File: config.mk
export PLATFORM = sky130hd
export DESIGN_NAME = gate_exerciser
export DESIGN_NICKNAME = d
export VERILOG_FILES = /design/src/rtl/gate_exerciser.sv
export SDC_FILE = /design/constraint.sdc
export NUM_CORES = 1
export LEC_CHECK = 0
export CORE_MARGIN = 1
export CORE_UTILIZATION = 43
export DETAILED_ROUTE_END_ITERATION = 8
export HOLD_SLACK_MARGIN = 0.1
export PLACE_DENSITY = 0.79
export SYNTH_ARGS = -nofsm -noshare
export SYNTH_HDL_FRONTEND = slang
export SYNTH_SLANG_ARGS = --single-unit
File: constraint.sdc
create_clock -name clk -period 2.3 [get_ports clk]
set_clock_uncertainty 0.05 [all_clocks]
set_input_delay 0.575 -clock clk [delete_from_list [all_inputs] [get_ports clk]]
set_output_delay 0.575 -clock clk [all_outputs]
set_load 0.005 [all_outputs]
File: src/rtl/gate_exerciser.sv
// Gate exerciser: applies all four {a,b} vectors to an external 2-input gate
// and reports per-vector mismatches against the selected expected function.
module gate_exerciser #(
    parameter int SETTLE_CYCLES = 2
) (
    input  logic       clk,
    input  logic       rst_n,
    input  logic       start,
    input  logic [1:0] op_sel,
    output logic       a_out,
    output logic       b_out,
    input  logic       result_in,
    output logic       busy,
    output logic       done,
    output logic       pass,
    output logic [2:0] err_count,
    output logic [3:0] fail_vec
);

    // state    | meaning
    // S_IDLE   | waiting for start; results of last run held
    // S_SETTLE | vector applied, settle down-counter running
    // S_CHECK  | compare result_in with expected function
    // S_DONE   | one-cycle done pulse, pass already valid
    localparam logic [1:0] S_IDLE   = 2'd0;
    localparam logic [1:0] S_SETTLE = 2'd1;
    localparam logic [1:0] S_CHECK  = 2'd2;
    localparam logic [1:0] S_DONE   = 2'd3;

    localparam logic [3:0] SETTLE_LOAD = 4'(SETTLE_CYCLES - 1);

    logic [1:0] r_state;
    logic [1:0] r_op;
    logic [1:0] r_idx;
    logic [3:0] r_cnt;
    logic       r_pass;
    logic [2:0] r_err;
    logic [3:0] r_fail;

    logic       w_expect;
    logic       w_mismatch;
    logic [2:0] w_err_next;

    always_comb begin
        w_expect = 1'b0;
        case (r_op)
            2'b00:   w_expect = r_idx[1] & r_idx[0];
            2'b01:   w_expect = r_idx[1] | r_idx[0];
            2'b10:   w_expect = r_idx[1] ^ r_idx[0];
            default: w_expect = ~(r_idx[1] & r_idx[0]);
        endcase
    end

    assign w_mismatch = (r_state == S_CHECK) && (result_in != w_expect);
    assign w_err_next = r_err + {2'b00, w_mismatch};

    always_ff @(posedge clk or negedge rst_n) begin
        if (!rst_n) begin
            r_state <= S_IDLE;
            r_op    <= 2'b00;
            r_idx   <= 2'b00;
            r_cnt   <= 4'd0;
            r_pass  <= 1'b0;
            r_err   <= 3'd0;
            r_fail  <= 4'd0;
        end else begin
            case (r_state)
                S_IDLE: begin
                    if (start) begin
                        r_op    <= op_sel;
                        r_err   <= 3'd0;
                        r_fail  <= 4'd0;
                        r_pass  <= 1'b0;
                        r_idx   <= 2'b00;
                        r_cnt   <= SETTLE_LOAD;
                        r_state <= S_SETTLE;
                    end
                end
                S_SETTLE: begin
                    if (r_cnt == 4'd0) begin
                        r_state <= S_CHECK;
                    end else begin
                        r_cnt <= r_cnt - 4'd1;
                    end
                end
                S_CHECK: begin
                    r_err <= w_err_next;
                    if (w_mismatch) begin
                        r_fail[r_idx] <= 1'b1;
                    end
                    if (r_idx == 2'd3) begin
                        // pass must include this final comparison
                        r_pass  <= (w_err_next == 3'd0);
                        r_state <= S_DONE;
                    end else begin
                        r_idx   <= r_idx + 2'd1;
                        r_cnt   <= SETTLE_LOAD;
                        r_state <= S_SETTLE;
                    end
                end
                default: begin
                    r_idx   <= 2'b00;
                    r_state <= S_IDLE;
                end
            endcase
        end
    end

    // a/b come straight from the index register, so they return to 0 with it
    assign a_out     = r_idx[1];
    assign b_out     = r_idx[0];
    assign busy      = (r_state != S_IDLE);
    assign done      = (r_state == S_DONE);
    assign pass      = r_pass;
    assign err_count = r_err;
    assign fail_vec  = r_fail;

endmodule

==> results.toml, run 1 <==
[detailed_routing]
via_count = 939
viasPerCell = 5.43
finalWirelength_mm = 2.39
drc = 0
drt_pass1_iterations = 4
antenna_left = 0
wl_per_cell_um = 13.8
first_iter_violations = 17

[cts]
clk_pin_slew_ns = 0.11
cts_buffer_depth = 2
holdBufCountCts = 0
cts_max_level = 1
cts_buffers = 3
insertion_delay_ns = 0.30
clock-root-buffer = "clkbuf_4"
clkSinkCount = 18
cts_tree = "built"

[critical_path]
cp-start-kind = "register"
crit_fanout = 3
arrival_ns = 2.54
reg2reg_to = "pass"
end_kind = "register"
worstRegToRegCells = 11
crit_type = "register to register"
cp.required_ns = 2.44
r2r_start = "r_idx[1]"
rrSetupSlack_ns = -0.1

[placement]
hpwl_mm = 1.75
numPortBuffers = 17
placedCellCount = 168
gp_congestion = 0.822

[sta]
worstMarginPinSlew_ns = 0.307
timing.hold.ws_ns = 0.460
fmaxAchievable_ghz = 0.417
layout_min_cycle_time_ns = 2.40
rsz0062_at_grt = "true"
period_share = 1.04
slew_viol_final = 0
hold_violations = 0
relSlewSlack = 0.795
finalWorstSetupSlack_ns = -0.0967
setup_violations = 1

[floorplan]
die_h_um = 52.3
pin_count = 18
core_area_mm2 = 0.00230
placementRows = 17
fp.dieW_um = 52.3
start_util = 0.474
dieArea_mm2 = 0.00274

[min_path]
min_from = "fail_vec[2]"
min_to = "fail_vec[2]"
hold-path-cell-count = 2
hold_path.class = "register to register"

[yosys]
ys_seq_area_frac = 0.413
synth-main-ff-cell = "dfrtp_1"
netlist_instances = 113
syn_area_mm2 = 0.00109
synthDistinctLibCells = 37
synth_edf_count = 0
syn_nets = 127
syn_area_per_cell_um2 = 9.64
async_flop_share = 1.00
yosys_warnings = 0
ys_ff_latch = 18

[global_route]
grt_max_degree = 19
grt_overflow = 0
antenna_found_initial = 0
grt_usage = 0.206
grt_pass1_wl_mm = 4.02
grt_pass1_vias = 893

[pwr]
worst_ir_drop_vdd_mv = 0.830
power.leakage_nw = 0.658
powerDensity_mw_per_mm2 = 1050
total_power_mw = 1.58

[cells_and_area]
design.final.nets = 160
num-fill-cells = 186
postLayoutCoreUtil = 0.655
num_antenna_cells = 0
synthToLayoutAreaGrowth_pct = 38.0
multiInputGateArea_um2 = 676
ff_latch_area_um2 = 452
drive_above_1_share = 0.283
final_cells = 173

[job]
maxCapViolCount = 0

[run_status]
status = "complete, but fails checks"
violations = "negative setup slack"
==> cells in the final DEF (no fill, tap or decap), types with 2 or more instances in the layout <==
master	Yosys	layout
a21oi_1	4	3
a22o_1	2	2
buf_4	1	15
clkbuf_4	0	3
clkdlybuf4s50_1	0	17
dfrtp_1	18	17
ha_1	8	4
ha_4	0	3
inv_1	4	2
inv_2	2	4
mux2_1	3	2
nand2_1	16	16
nand2b_1	2	2
nand3_1	8	8
nand3b_1	3	3
nor2_1	2	2
nor3_1	3	3
nor4_1	2	2
o2111ai_1	4	4
o21ai_0	5	4
o21ai_1	1	2
o22ai_1	2	2
or3_1	4	3
==> layout make-up <==
class	instances	area share
clock buffer	4	0.0241
inverter	6	0.0150
multi-input combinational	85	0.449
sequential	18	0.300
tap	28	0.0233
timing repair buffer	32	0.188
==> layer usage <==
layer	up-vias	global-route usage	share of wire
li1	470	-	-
met1	445	0.272	0.47
met2	22	0.327	0.48
met3	2	0.0348	0.039
met4	0	0.0921	0.0054
met5	-	0	0
==> critical path, cell delays in order (launching register included) <==
cell and delay, ns:
dfrtp_1 0.45, inv_2 0.07, ha_4 0.18, o211ai_4 0.17, o31ai_4 0.09, or3_4 0.33
a21oi_2 0.15, ha_2 0.20, ha_4 0.14, xor2_2 0.13, nor4_1 0.05, mux2_2 0.27
==> Yosys cell counts, drive strengths merged (2+ instances only) <==
cell	n	area, um2
xor2	2	17.5
mux2	3	33.8
or3	4	25.0
nor4	2	12.5
nand2b	3	21.3
a22o	2	17.5
dfrtp	18	450
nand3b	3	22.5
inv	6	22.5
ha	8	100
nand3	9	50.1
o22ai	2	12.5
nor2	2	7.51
a21oi	5	28.8
o2111ai	4	35.0
nor3	3	15.0
nor2b	3	26.3
buf	4	27.5
nand2	16	60.1
o21ai	6	30.0
==> kinds of logic after synthesis <==
group,count (synthesis),share of synthesized area
adders and majority gates,8,0.0919
AOI/OAI and AO/OA,22,0.144
DFF,18,0.413
muxes,4,0.0402
xor gates and xnor gates,2,0.0161
and+or+nand+nor,49,0.249
buffers and inverters,10,0.0459
==> per-stage QoR <==
step / TNS, ns / setup slack, ns / area, um2
4_1_cts: -0.133 / -0.133 / 1470
3_3_place_gp: -0.213 / -0.213 / 1420
3_5_place_dp: -0.294 / -0.294 / 1420
5_1_grt: -0.197 / -0.197 / 1500
2_1_floorplan: -0.0771 / -0.0771 / 1150
6_report: -0.0967 / -0.0967 / 1500
==> repair_timing <==
item,4_1_cts,5_1_grt
pin swaps,1,1
endpoints found under the setup margin,1,1
resized for setup,1,6
setup buffers,1,0
==> power breakdown <==
part,switching (mW),internal (mW)
clock,0.107,0.0966
combinational,0.405,0.448
sequential,0.120,0.406
total,0.632,0.950
==> registers in the layout (all words and copies together) (netlist names) <==
name and cells:
pass 1, fail_vec 4, r_idx 2, r_cnt 4, r_op 2, err_count 3
r_state 2
==> worst max-delay path by stage <==
stage	to	from	cells after the start	slack [ns]
after global routing	pass	r_idx[1]	11	-0.20
after global placement	pass	result_in	8	-0.21
after detailed placement	pass	result_in	8	-0.29
final	pass	r_idx[1]	11	-0.1
after floorplan	pass	r_idx[1]	11	-0.08
after CTS	pass	r_idx[1]	10	-0.13
(Power assumes the default switching activity.)
==> inputs of run 2 (changes only) <==
CTS_CLUSTER_DIAMETER = 120   (was default)
==> results of run 2 <==
No change in the layout: final DEF, timing and power equal those of run 1.
